$ cat src/rtl/bus_seq_pkg.sv
// Shared types and helpers for the bus drive sequencer.
package bus_seq_pkg;

  typedef enum logic [1:0] {
    IDLE  = 2'd0,
    DEAD  = 2'd1,
    DRIVE = 2'd2
  } seqState_e;

  localparam int unsigned TIMER_W     = 4;
  localparam int unsigned DRIVE_CNT_W = 4;

  // Bits needed to name one of n owners.
  function automatic int unsigned ownerWidth(input int unsigned n);
    return (n > 1) ? $clog2(n) : 1;
  endfunction

  // Request index carries one spare bit so out-of-range sources stay visible and can be flagged.
  function automatic int unsigned srcWidth(input int unsigned n);
    return ownerWidth(n) + 1;
  endfunction

  // Low bit of lane idx inside the flattened lane bus.
  function automatic int unsigned laneBase(input int unsigned idx, input int unsigned width);
    return idx * width;
  endfunction

endpackage

$ cat src/rtl/bus_drive_sequencer_if.sv
// Request handshake and buffer-bank outputs of the bus drive sequencer.
interface bus_drive_sequencer_if #(
  parameter int unsigned NSRC  = 4,
  parameter int unsigned WIDTH = 8
);
  import bus_seq_pkg::*;

  localparam int unsigned OWN_W = ownerWidth(NSRC);
  localparam int unsigned SRC_W = srcWidth(NSRC);

  logic                    req_valid;
  logic                    req_ready;
  logic [SRC_W-1:0]        req_src;
  logic [WIDTH-1:0]        req_data;
  // Drop bus ownership; "release" itself is a reserved word.
  logic                    busRelease;
  logic [NSRC*WIDTH-1:0]   lanes;
  logic [NSRC-1:0]         nOE;
  logic [OWN_W-1:0]        owner;
  logic                    owner_vld;
  logic                    err;

  // Requester side.
  modport master (
    output req_valid, req_src, req_data, busRelease,
    input  req_ready, lanes, nOE, owner, owner_vld, err
  );

  // Sequencer side.
  modport slave (
    input  req_valid, req_src, req_data, busRelease,
    output req_ready, lanes, nOE, owner, owner_vld, err
  );

endinterface

$ cat src/rtl/dead_timer.sv
// Loadable down-counter that times the all-disabled gap between bus owners.
module dead_timer
  import bus_seq_pkg::*;
(
  input  logic               clk,
  input  logic               nrst,
  input  logic               load,
  input  logic [TIMER_W-1:0] value,
  output logic               done
);

  logic [TIMER_W-1:0] count;

  // Count down to zero; done is registered and high while count equals 1.
  always_ff @(posedge clk or negedge nrst) begin
    if (!nrst) begin
      count <= '0;
      done  <= 1'b0;
    end else if (load) begin
      count <= value;
      done  <= (value == TIMER_W'(1));
    end else if (count != '0) begin
      count <= count - TIMER_W'(1);
      done  <= (count == TIMER_W'(2));
    end
  end

endmodule

$ cat src/rtl/bus_drive_sequencer.sv
// Break-before-make owner sequencer feeding a bank of tri-state bus buffers.
module bus_drive_sequencer
  import bus_seq_pkg::*;
#(
  parameter int unsigned NSRC        = 4,
  parameter int unsigned WIDTH       = 8,
  parameter int unsigned DEAD_CYCLES = 1,
  parameter int unsigned MIN_DRIVE   = 2
) (
  input  logic                  clk,
  input  logic                  nrst,
  bus_drive_sequencer_if.slave  bus
);

  localparam int unsigned OWN_W = ownerWidth(NSRC);
  localparam int unsigned SRC_W = srcWidth(NSRC);
  localparam logic [TIMER_W-1:0]     DEAD_LOAD = TIMER_W'(DEAD_CYCLES);
  localparam logic [DRIVE_CNT_W-1:0] DRIVE_MIN = DRIVE_CNT_W'(MIN_DRIVE);
  localparam seqState_e AFTER_GRANT = (DEAD_CYCLES == 0) ? DRIVE : DEAD;

  seqState_e                state;
  seqState_e                stateNext;
  logic [OWN_W-1:0]         ownerQ;
  logic [OWN_W-1:0]         ownerNext;
  logic [NSRC-1:0]          nOeQ;
  logic [NSRC-1:0]          nOeNext;
  logic                     ownerVldQ;
  logic                     ownerVldNext;
  logic                     errQ;
  logic                     errNext;
  logic [DRIVE_CNT_W-1:0]   driveCnt;
  logic [DRIVE_CNT_W-1:0]   driveCntNext;
  logic                     timerLoad;
  logic                     timerDone;
  logic [WIDTH-1:0]         laneMem [NSRC];

  logic srcOkC;
  logic sameSrcC;
  logic minMetC;
  logic readyC;
  logic acceptC;
  logic goodC;

  // Handshake decode: ready is combinational because release must block acceptance in the same cycle.
  assign srcOkC   = (bus.req_src < SRC_W'(NSRC));
  assign sameSrcC = srcOkC && (OWN_W'(bus.req_src) == ownerQ);
  assign minMetC  = (driveCnt >= DRIVE_MIN);
  assign readyC   = (state == IDLE)  ? !bus.busRelease :
                    (state == DRIVE) ? (!bus.busRelease && (sameSrcC || minMetC)) :
                                       1'b0;
  assign acceptC  = bus.req_valid && readyC;
  assign goodC    = acceptC && srcOkC;

  dead_timer uTimer (
    .clk   (clk),
    .nrst  (nrst),
    .load  (timerLoad),
    .value (DEAD_LOAD),
    .done  (timerDone)
  );

  // State register.
  always_ff @(posedge clk or negedge nrst) begin
    if (!nrst) state <= IDLE;
    else       state <= stateNext;
  end

  // Next-state logic; release always wins over a pending or new owner.
  always_comb begin
    stateNext = state;
    unique case (state)
      IDLE: begin
        if (goodC) stateNext = AFTER_GRANT;
      end
      DEAD: begin
        if (bus.busRelease)  stateNext = IDLE;
        else if (timerDone)  stateNext = DRIVE;
      end
      DRIVE: begin
        if (bus.busRelease)            stateNext = IDLE;
        else if (goodC && !sameSrcC)   stateNext = AFTER_GRANT;
      end
      default: stateNext = IDLE;
    endcase
  end

  // Output logic: next values for the registered outputs, decoded from the next state.
  always_comb begin
    ownerNext    = ownerQ;
    ownerVldNext = 1'b0;
    errNext      = 1'b0;
    driveCntNext = '0;
    timerLoad    = 1'b0;
    nOeNext      = '1;

    if (goodC) ownerNext = OWN_W'(bus.req_src);
    errNext      = acceptC && !srcOkC;
    ownerVldNext = (stateNext == DRIVE);
    timerLoad    = (stateNext == DEAD) && (state != DEAD);

    if (stateNext == DRIVE) begin
      if ((state != DRIVE) || (goodC && !sameSrcC)) driveCntNext = DRIVE_CNT_W'(1);
      else if (driveCnt < DRIVE_MIN)                 driveCntNext = driveCnt + DRIVE_CNT_W'(1);
      else                                           driveCntNext = driveCnt;
    end

    for (int i = 0; i < NSRC; i++) begin
      nOeNext[i] = !((stateNext == DRIVE) && (ownerNext == OWN_W'(i)));
    end
  end

  // Output registers; reset forces every buffer off without waiting for a clock.
  always_ff @(posedge clk or negedge nrst) begin
    if (!nrst) begin
      nOeQ      <= '1;
      ownerQ    <= '0;
      ownerVldQ <= 1'b0;
      errQ      <= 1'b0;
      driveCnt  <= '0;
    end else begin
      nOeQ      <= nOeNext;
      ownerQ    <= ownerNext;
      ownerVldQ <= ownerVldNext;
      errQ      <= errNext;
      driveCnt  <= driveCntNext;
    end
  end

  // Lane register file: each lane holds its byte until its own source is accepted again.
  always_ff @(posedge clk or negedge nrst) begin
    if (!nrst) begin
      for (int i = 0; i < NSRC; i++) laneMem[i] <= '0;
    end else begin
      for (int i = 0; i < NSRC; i++) begin
        if (goodC && (bus.req_src == SRC_W'(i))) laneMem[i] <= bus.req_data;
      end
    end
  end

  for (genvar g = 0; g < NSRC; g++) begin : gLane
    assign bus.lanes[laneBase(g, WIDTH) +: WIDTH] = laneMem[g];
  end

  assign bus.req_ready = readyC;
  assign bus.nOE       = nOeQ;
  assign bus.owner     = ownerQ;
  assign bus.owner_vld = ownerVldQ;
  assign bus.err       = errQ;

endmodule
$ cat src/flat_wrapper.sv
// flat-port wrapper written by rule: the top's interface ports become plain ports
module bus_drive_sequencer_flat import bus_seq_pkg::*;
#(
  parameter int unsigned NSRC        = 4,
  parameter int unsigned WIDTH       = 8,
  parameter int unsigned DEAD_CYCLES = 1,
  parameter int unsigned MIN_DRIVE   = 2
)
  (clk, nrst, bus_req_valid, bus_req_src, bus_req_data, bus_busRelease, bus_req_ready, bus_lanes, bus_nOE, bus_owner, bus_owner_vld, bus_err);
  bus_drive_sequencer_if #(.NSRC(NSRC), .WIDTH(WIDTH)) bus_i ();
  input  logic clk;
  input  logic nrst;
  input wire logic [$bits(bus_i.req_valid)-1:0] bus_req_valid;
  input wire logic [$bits(bus_i.req_src)-1:0] bus_req_src;
  input wire logic [$bits(bus_i.req_data)-1:0] bus_req_data;
  input wire logic [$bits(bus_i.busRelease)-1:0] bus_busRelease;
  output wire logic [$bits(bus_i.req_ready)-1:0] bus_req_ready;
  output wire logic [$bits(bus_i.lanes)-1:0] bus_lanes;
  output wire logic [$bits(bus_i.nOE)-1:0] bus_nOE;
  output wire logic [$bits(bus_i.owner)-1:0] bus_owner;
  output wire logic [$bits(bus_i.owner_vld)-1:0] bus_owner_vld;
  output wire logic [$bits(bus_i.err)-1:0] bus_err;
  assign bus_i.req_valid = bus_req_valid;
  assign bus_i.req_src = bus_req_src;
  assign bus_i.req_data = bus_req_data;
  assign bus_i.busRelease = bus_busRelease;
  assign bus_req_ready = bus_i.req_ready;
  assign bus_lanes = bus_i.lanes;
  assign bus_nOE = bus_i.nOE;
  assign bus_owner = bus_i.owner;
  assign bus_owner_vld = bus_i.owner_vld;
  assign bus_err = bus_i.err;
  bus_drive_sequencer #(.NSRC(NSRC), .WIDTH(WIDTH), .DEAD_CYCLES(DEAD_CYCLES), .MIN_DRIVE(MIN_DRIVE)) u_core (.clk(clk), .nrst(nrst), .bus(bus_i));
endmodule
$ cat config.mk
export PLATFORM = sky130hd
export DESIGN_NAME = bus_drive_sequencer_flat
export DESIGN_NICKNAME = d
export VERILOG_FILES = /design/src/rtl/bus_seq_pkg.sv /design/src/rtl/bus_drive_sequencer_if.sv /design/src/rtl/dead_timer.sv /design/src/rtl/bus_drive_sequencer.sv /design/src/flat_wrapper.sv
export SDC_FILE = /design/constraint.sdc
export NUM_CORES = 1
export LEC_CHECK = 0
export CAP_MARGIN = 20
export CELL_PAD_IN_SITES_DETAIL_PLACEMENT = 0
export CELL_PAD_IN_SITES_GLOBAL_PLACEMENT = 1
export CORE_UTILIZATION = 42
export CTS_CLUSTER_DIAMETER = 200
export DETAILED_ROUTE_END_ITERATION = 6
export PLACE_DENSITY = 0.85
export SLEW_MARGIN = 0
export SYNTH_ARGS = -nofsm -noshare
export SYNTH_HDL_FRONTEND = slang
export SYNTH_SLANG_ARGS = --single-unit
$ cat constraint.sdc
create_clock -name clk -period 5 [get_ports clk]
set_input_delay 0.75 -clock clk [delete_from_list [all_inputs] [get_ports clk]]
set_output_delay 0.75 -clock clk [all_outputs]
set_load 0.02 [all_outputs]
==> results.yml <==
status:
  outcome: "finished, final reports clean"
timing:
  finalCriticalPeriod_ns: 3.75
  setup_total_negative_slack_ns: 0
  grt_setup_unrepaired: "no"
  fmax_ghz: 0.267
  hold_viol_final: 0
  tcrit_tclk_final: 0.750
  clock_skew_ns: 0.00901
  setup_viol_count_final: 0
  finalMaxSlewViolations: 0
  slew_headroom: 0.563
  timing_worst_slew_pin_value_ns: 0.653
routing:
  wl_per_cell_um: 15.8
  routed_via_density: 5.15
  detailedRoute.firstIterationViolations: 50
  drt-pass1-iter-count: 4
  route.final.wire_length_um: 4530
  drtAntennaViolNets: 0
  drt_drc_violations_left: 0
  detailroute.via_count: 1472
layout:
  layout.nets: 237
  layout.filler_cells: 406
  antenna_cells: 0
  final_cell_area_excluding_filler_cells_sq_um: 2910
  layout_commonest_cell: "sky130_fd_sc_hd__clkdlybuf4s50_1"
  final_layout_size_suffix_gt1_frac: 0.247
  mostFrequentLayoutCells: "54 x sky130_fd_sc_hd__clkdlybuf4s50_1, 47 x sky130_fd_sc_hd__dfrtp_1, 32 x sky130_fd_sc_hd__mux2_2, 9 x sky130_fd_sc_hd__inv_1, 8 x sky130_fd_sc_hd__nor2_1"
  post_layout_nonfiller_instances: 286
  synthToLayoutAreaGrowth_pct: 32.2
logic_synthesis:
  seq_area_frac_synth: 0.582
  mappedNetlistNets: 176
  synth_seq_cells: 51
  synthesis.area_sq_um: 2200
  synth.distinct_cells: 34
  avgSynthCellArea_sq_um: 14.0
  netlist_instances: 157
  yosysWarnings: 0
run:
  timing.max_cap.violations: 0
clock_tree:
  clk_latency_ns: 0.30
  clock_input_transition_at_the_sequential_cells_of_the_worst_setup_and_hold_paths_ns: 0.09
  cts_tree: "yes"
  numClockSinks: 51
  cts_repair_resize_count: 0
  cts_post_setup_buffers_inserted: 0
  cts-buffers-inserted: 5
  clock-root-buffer: "sky130_fd_sc_hd__clkbuf_8"
  max-clock-path-buffers: 2
  hold_fix_buffer_count_after_cts: 0
  htreeDepth: 2
place:
  dp_hpwl_um: 3360
  io_buffer_count: 55
  dpl.cell_count: 277
  finalWeightedCongestion: 0.786
  dpl-instance-area_sq_um: 2810
global_routing:
  wire_length_of_the_first_global_routing_pass_um: 7400
  vias_in_the_first_global_route: 1548
  groute.usage.overall: 0.182
  grt-ovfl-total: 0
  antenna_found_initial: 0
  largest_net_degree_at_the_start_of_global_routing: 52
die:
  chipWidth_um: 74.4
  io_pins: 56
  rows: 25
  die-area_sq_um: 5530
  design.core.area_sq_um: 4880
  initial_core_util: 0.451
  die-height_um: 74.4
hold_path:
  hp-class: "in2async"
power:
  total_leakage_power_nw: 1.23
  clock_power_share: 0.169
  power.combinational.fraction: 0.387
  seq_power_share: 0.444
  net-switching-power_mw: 0.443
  p_int_mw: 0.882
  worst_ir_drop_vdd_uv: 228
  switching_share: 0.334
  power_density_nw_per_um2: 456
critical_path:
  critical_path.endpoint_type: "primary output"
  timing.setup.critical_path_class: "in2out"
  worstPathArrival_ns: 3.00
  worst_ep_required_time_ns: 4.25
  cp-start-kind: "primary input"
  crit_fanout: 6
==> power groups by stage <==
stage,clock network (mW),registers [mW],logic [mW]
finish,0.224,0.588,0.513
global route,0.248,0.604,0.550
CTS,0.233,0.590,0.519
detailed placement,0,0.595,0.517
global placement,0,0.589,0.501
floorplan,0,0.694,0.168
==> metal layers <==
metal	global-route usage	vias to the layer above	wire [um]	share of wire
met5	0	-	0	0
met4	0.0545	0	53	0.012
met3	0.0718	7	341	0.075
met1	0.212	727	1810	0.40
met2	0.309	52	2320	0.51
li1	-	686	-	-
==> kinds of logic after synthesis <==
group           count (synthesis)  synth area share
xor+xnor                        4            0.0159
flops                          51             0.582
mux                            35             0.177
compound gates                 18            0.0592
buf+inv                        11            0.0256
simple gates                   34             0.117
fa+ha+maj                       4            0.0228
==> registers in the layout, summed over array words and instances, names as in the netlist <==
register / flops
u_core.bus.owner: 2
u_core.uTimer.done: 1
u_core.bus.owner_vld: 1
u_core.uTimer.count: 4
u_core.driveCnt: 4
u_core.state: 2
u_core.bus.err: 1
u_core.bus.nOE: 4
u_core.bus.lanes: 32
==> Yosys cell counts, drive strengths merged <==
cell type / number / area, sq um
nor3: 3 / 15.0
buf: 2 / 22.5
a311oi: 1 / 8.76
nand4b: 2 / 30.0
nor4: 1 / 21.3
xnor2: 4 / 35.0
o21a: 1 / 7.51
o21ai: 1 / 5.00
nand3: 1 / 5.00
or4b: 1 / 13.8
o31ai: 3 / 27.5
nor2: 8 / 30.0
or3b: 1 / 8.76
a21oi: 7 / 38.8
a2111o: 1 / 11.3
o41ai: 1 / 8.76
nor4b: 2 / 38.8
nand2: 4 / 15.0
mux2: 32 / 360
a211oi: 3 / 22.5
nand4: 3 / 25.0
dfrtp: 47 / 1180
nand2b: 1 / 6.26
or2: 1 / 6.26
mux2i: 3 / 30.0
inv: 9 / 33.8
nand3b: 3 / 22.5
ha: 4 / 50.1
dfstp: 4 / 105
or3: 3 / 18.8
==> through the flow <==
stage / worst slack (ns) / total power, mW / hold slack [ns] / utilization
2_1_floorplan: 2.16 / 0.863 / 0.441 / -
3_3_place_gp: 1.31 / 1.09 / 0.482 / 0.575
3_5_place_dp: 1.25 / 1.11 / 0.478 / 0.575
4_1_cts: 1.25 / 1.34 / 0.492 / 0.592
5_1_grt: 1.08 / 1.40 / 0.298 / 0.596
6_report: 1.25 / 1.33 / 0.293 / 0.596
==> worst paths after layout <==
| check | slack, ns | from | to | cells past startpoint |
|---|---|---|---|---|
| setup / recovery | 1.25 | bus_req_src[1] | bus_req_ready | 6 |
| hold / removal | 0.29 | nrst | u_core.uTimer.done | 1 |
| setup reg to reg | 2.85 | u_core.bus.owner[1] | u_core.bus.lanes[6] | 4 |
| hold reg to reg | 0.49 | u_core.uTimer.done | u_core.state[0] | 1 |
| max in group asynchronous | 4.15 | nrst | u_core.bus.nOE[2] | 2 |
| min in group clk | 0.49 | u_core.uTimer.done | u_core.state[0] | 1 |
==> cell type report <==
class                           count  area (sq um)  share of cell area
Inverter                            9          33.8              0.0116
Multi-Input combinational cell     95           862               0.296
Clock buffer                        7          76.3              0.0262
Timing Repair Buffer               56           566               0.194
Sequential cell                    51          1280               0.441
Tap cell                           67          83.8              0.0288
Clock inverter                      1          5.00             0.00172
==> worst max-delay path: stages <==
cell and delay [ns]:
sky130_fd_sc_hd__clkdlybuf4s50_1 0.56, sky130_fd_sc_hd__xnor2_1 0.36, sky130_fd_sc_hd__nand2_1 0.11, sky130_fd_sc_hd__or2_2 0.30, sky130_fd_sc_hd__a311oi_1 0.27, sky130_fd_sc_hd__clkdlybuf4s50_1 0.65
Note: power is estimated with default switching activity, not from simulation.
==> RTL edit 1 (same flow settings) <==
`WIDTH` is set to 8 in 3 places; all go to 12.
--- a/src/rtl/bus_drive_sequencer_if.sv
+++ b/src/rtl/bus_drive_sequencer_if.sv
@@ -3,3 +3,3 @@
   parameter int unsigned NSRC  = 4,
-  parameter int unsigned WIDTH = 8
+  parameter int unsigned WIDTH = 12
 );
--- a/src/rtl/bus_drive_sequencer.sv
+++ b/src/rtl/bus_drive_sequencer.sv
@@ -5,3 +5,3 @@
   parameter int unsigned NSRC        = 4,
-  parameter int unsigned WIDTH       = 8,
+  parameter int unsigned WIDTH       = 12,
   parameter int unsigned DEAD_CYCLES = 1,
--- a/src/flat_wrapper.sv
+++ b/src/flat_wrapper.sv
@@ -4,3 +4,3 @@
   parameter int unsigned NSRC        = 4,
-  parameter int unsigned WIDTH       = 8,
+  parameter int unsigned WIDTH       = 12,
   parameter int unsigned DEAD_CYCLES = 1,
Ports: changed (resized bus_lanes and bus_req_data); port bits go from 56 to 76. No check against the original RTL was run, so the function may have changed too.
==> RTL edit 1 against the unedited design <==
  * The flow now finishes with violations (design-rule violations)
  * Sequential cell count increased by 16
  * Synthesized cell count increased by 23%
  * Power increased by 45%
  * Final area increased by 32%
  * Synthesized area increased by 29%
  * Wire length increased by 27%
  * Clock power increased by 96%
  * Setup slack improved by 240 ps
  * Global-route usage increased by 0.36 points
  * Critical endpoint unchanged
==> RTL edit 1: results (changes against the unedited design) <==
P_int = 1.302 mW (+47%)
placed cell count = 343 (+24%)
Synth area leaders = dfrtp_1 56%, mux2_2 17%, mux2_4 4.8%
clock slew at reported path FFs = 70 ps (-20 ps)
pin count of the biggest net entering global routing = 68 (+31%)
GR Util met2 = 0.2757 (-0.03360)
post-DP HPWL = 3867 um (+15%)
filler instances = 526 (+30%)
max reg flops = 48 (+50%)
post-synthesis compound-gate area fraction = 0.06584 (+0.006684)
Non-Filler Instances = 359 (+26%)
drt first pass iters = 6 (+2)
number of global-route vias before repair = 1920 (+24%)
HP Class = reg -> reg
DR vias = 1880 (+28%)
layout cell share with drive strength beyond 1 = 0.2979 (+0.05130)
met2 WL = 2718 um (+17%)
first-pass GRT wire length = 10040 um (+36%)
Sw Share = 0.3234 (-0.01084)
Post-Route Skew = 11.27 ps (+2.267 ps)
synth cell count leaders = 63 x dfrtp_1, 42 x mux2_2, 9 x mux2_4, 6 x nor2_1, 6 x nor3_1
GRT Util Overall = 0.1854 (+0.003647)
mux share of post-synthesis cell area = 0.2148 (+0.03728)
register area share after synthesis = 0.5939 (+0.01142)
total CTS buffers = 9 (+4)
failing checks = design-rule violations
Remaining DRCs = 9 (+9)
initial DRC count = 100 (+100%)
sequential share of power = 0.405 (-0.039)
nets = 300 (+27%)
post-synthesis xor/xnor area fraction = 0.01237 (-0.003554)
M1 GR Usage = 0.2526 (+0.04083)
normalized max-slew margin = 0.3243 (-0.2383)
Area after DPL = 3657 um^2 (+30%)
IO buf count = 75 (+36%)
worst slack, placed = 1488 ps (+233.3 ps)
clock latency reported for the late side of the worst-skew pair = 330 ps (+30 ps)
routability cong. = 0.7736 (-1.6%)
H-Tree Depth = 3 (+1)
met1 WL = 2625 um (+45%)
final wirelength = 5740 um (+27%)
Synthesized Nets = 216 (+23%)
leakage = 1.715 nW (+39%)
status = complete, but fails checks
## RTL edit 1: path summary, 6_finish.rpt
kind | depth (start not counted) | slack (ps) | startpoint | end
setup / recovery | 5 | 1490 | bus_req_src[0] | bus_req_ready
hold / removal | 1 | 510 | u_core.bus.lanes[15] | u_core.bus.lanes[15]
max in group asynchronous | 2 | 3860 | nrst | u_core.bus.lanes[4]
min in group asynchronous | 2 | 600 | nrst | u_core.bus.owner[1]
hold reg to reg | 1 | 510 | u_core.bus.lanes[15] | u_core.bus.lanes[15]
setup reg to reg | 3 | 2740 | u_core.state[0] | u_core.bus.lanes[3]
## RTL edit 1: area by class of cell
type | count | area [um^2] | area share
Sequential cell | 67 | 1682 | 0.4368
Timing Repair Buffer | 79 | 775.7 | 0.2015
Multi-Input combinational cell | 115 | 1085 | 0.2818
Tap cell | 77 | 96.34 | 0.02502
Inverter | 5 | 18.77 | 0.004875
Clock buffer | 10 | 127.6 | 0.03315
Clock inverter | 6 | 65.06 | 0.01690
==> RTL edit 2 (same flow settings) <==
Without the edit above. Encoding of `seqState_e`: now one-hot (3 bits for 3 states).
--- a/src/rtl/bus_seq_pkg.sv
+++ b/src/rtl/bus_seq_pkg.sv
@@ -3,6 +3,6 @@
 
-  typedef enum logic [1:0] {
-    IDLE  = 2'd0,
-    DEAD  = 2'd1,
-    DRIVE = 2'd2
+  typedef enum logic [2:0] {
+    IDLE  = 3'b001,
+    DEAD  = 3'b010,
+    DRIVE = 3'b100
   } seqState_e;
Function: no difference found for any inputs over 10 cycles, from zero or initial values and one cycle with nrst low; not proved beyond that.
==> RTL edit 2 against the unedited design <==
  * Setup slack better by 310 ps
  * Utilization decreased by 1.6 points
  * Wire length increased by 3.1%
  * Final area grew 5.1%
  * Power shrank 2.2%
  * Sequential cell count up 1
  * Synthesized area rose by 7.5%
  * Synthesized cell count increased by 15%
  * Critical path type unchanged
==> RTL edit 2: results (changes against the unedited design) <==
status = finished, final reports clean
r2r startpoint = u_core.state[0]
clock buffer depth = 2 (unchanged)
Via density = 5.221 (+1.4%)
Post-synth ARST share = 1.000 (unchanged)
total CTS buffers = 5 (unchanged)
worst slack, placed = 1572 ps (+317.7 ps)
register area share after synthesis = 0.5529 (-0.02957)
Main synth FF type = dfrtp_1
number of global-route vias before repair = 1615 (+4.3%)
yosys warns = 0 (unchanged)
max reg flops = 32 (unchanged)
Worst Hold End = u_core.bus.lanes[13]
wire per inst = 15.16 um (-4.2%)
critical hold path startpoint = u_core.bus.lanes[13]
IO buf count = 55 (unchanged)
Synthesized Nets = 201 (+14%)
layout cell share with drive strength beyond 1 = 0.2353 (-0.01128)
hold depth = 1
clock latency reported for the late side of the worst-skew pair = 300 ps (about the same)
GRT Util Overall = 0.1715 (-0.01025)
clock slew at reported path FFs = 100 ps
Reg2Reg Depth = 4 (unchanged)
distinct cell type count after synthesis = 38 (+12%)
WP data arrival = 2690 ps (-310 ps)
initial DRC count = 83 (+66%)
filler instances = 462 (+14%)
HP Class = reg -> reg
initial antenna violation count = 0 (unchanged)
synth cell count leaders = 47 x dfrtp_1, 34 x mux2_2, 13 x nor3_1, 10 x nor2_1
drt first pass iters = 4 (unchanged)
CTS Root Cell = clkbuf_8
r2r endpoint = u_core.bus.lanes[15]
Post-Route Skew = 6.219 ps (-2.789 ps)
first-pass GRT wire length = 8004 um (+8.2%)
Worst-Margin Slew = 756.1 ps (+102.8 ps)
P_int = 864.7 uW (-2.0%)
Crit Path Max Fanout = 6 (unchanged)
post-DP HPWL = 3283 um (-2.2%)
pin count of the biggest net entering global routing = 53 (+1.9%)
register-to-register path setup slack = 2520 ps (-330 ps)
nets = 257 (+8.4%)
Synth area leaders = dfrtp_1 50%, mux2_2 16%, dfstp_2 5.6%
routability cong. = 0.7740 (-1.5%)
post-CTS setup buffers = 0 (unchanged)
ant diodes = 0 (unchanged)
Area after DPL = 2967 um^2 (+5.7%)
leakage = 1.289 nW (+4.5%)
H-Tree Depth = 2 (unchanged)
post-cts resize count = 0 (unchanged)
Peak VDD IR = 0.2081 mV (-8.8%)
[RTL edit 2: changes by cell type after synthesis, moves of 3 or more]
cell      change
nor3b_1       +4
nor3_1       +10
buf_2         +4
a211oi_1      -3
or2b_1        +3
xor2_1        +3
[RTL edit 2: cell families (layout without fill, tap and decap cells)]
group / count (synthesis) / after routing / synth area share
flip-flops: 52 / 52 / 0.5529
AND/OR/NAND/NOR: 48 / 48 / 0.1413
multiplexers: 36 / 36 / 0.1704
AO/OA/AOI/OAI: 20 / 20 / 0.05926
buffers and inverters: 14 / 71 / 0.02752
XOR/XNOR: 6 / 6 / 0.02223
adder cells (fa/ha/maj): 5 / 5 / 0.02646
[RTL edit 2: layout make-up]
cell class              count  area share
clock buffers               6     0.02375
clock inverters             2    0.005324
inverters                   7    0.008600
multi-input cells         115      0.3247
flip-flops and latches     52      0.4279
well taps                  70     0.02867
repair buffers             56      0.1810
[RTL edit 2: layer usage]
metal	global-route usage	share of wire
met2	0.2759	0.47
met3	0.02619	0.035
met4	0.06981	0.021
met1	0.2315	0.47
met5	0	0
[RTL edit 2: how the worst max path moves through the flow]
stage                    from              endpoint  slack, ps  cells after the start
4_1_cts        bus_req_src[1]         bus_req_ready       1570                      6
2_1_floorplan   bus_req_valid  u_core.bus.lanes[10]       2400                      5
3_5_place_dp   bus_req_src[1]         bus_req_ready       1570                      6
5_1_grt        bus_req_src[1]         bus_req_ready       1440                      6
6_report       bus_req_src[1]         bus_req_ready       1560                      6
3_3_place_gp   bus_req_src[1]         bus_req_ready       1600                      6
[RTL edit 2: power by group through the flow]
stage          logic, mW  clock network [mW]  registers (mW)
2_1_floorplan      0.177                   0           0.675
4_1_cts            0.480               0.247           0.584
5_1_grt            0.510               0.263           0.599
3_5_place_dp       0.478                   0           0.591
3_3_place_gp       0.471                   0           0.590
6_report           0.475               0.239           0.583
[RTL edit 2: worst max-delay path: stages]
cell             delay (ps)
clkdlybuf4s50_1         680
xor2_1                  180
nor3_1                  270
nor2_1                  100
nor2b_1                 110
clkdlybuf4s50_1         600
[RTL edit 2: metrics by stage]
step / instances / hold slack (ps) / utilization
2_1_floorplan: 181 / 454.4 / -
3_3_place_gp: 300 / 489.5 / 0.5629
3_5_place_dp: 300 / 495.2 / 0.5629
4_1_cts: 308 / 517.0 / 0.5798
5_1_grt: 308 / 530.9 / 0.5798
6_report: 308 / 512.3 / 0.5798
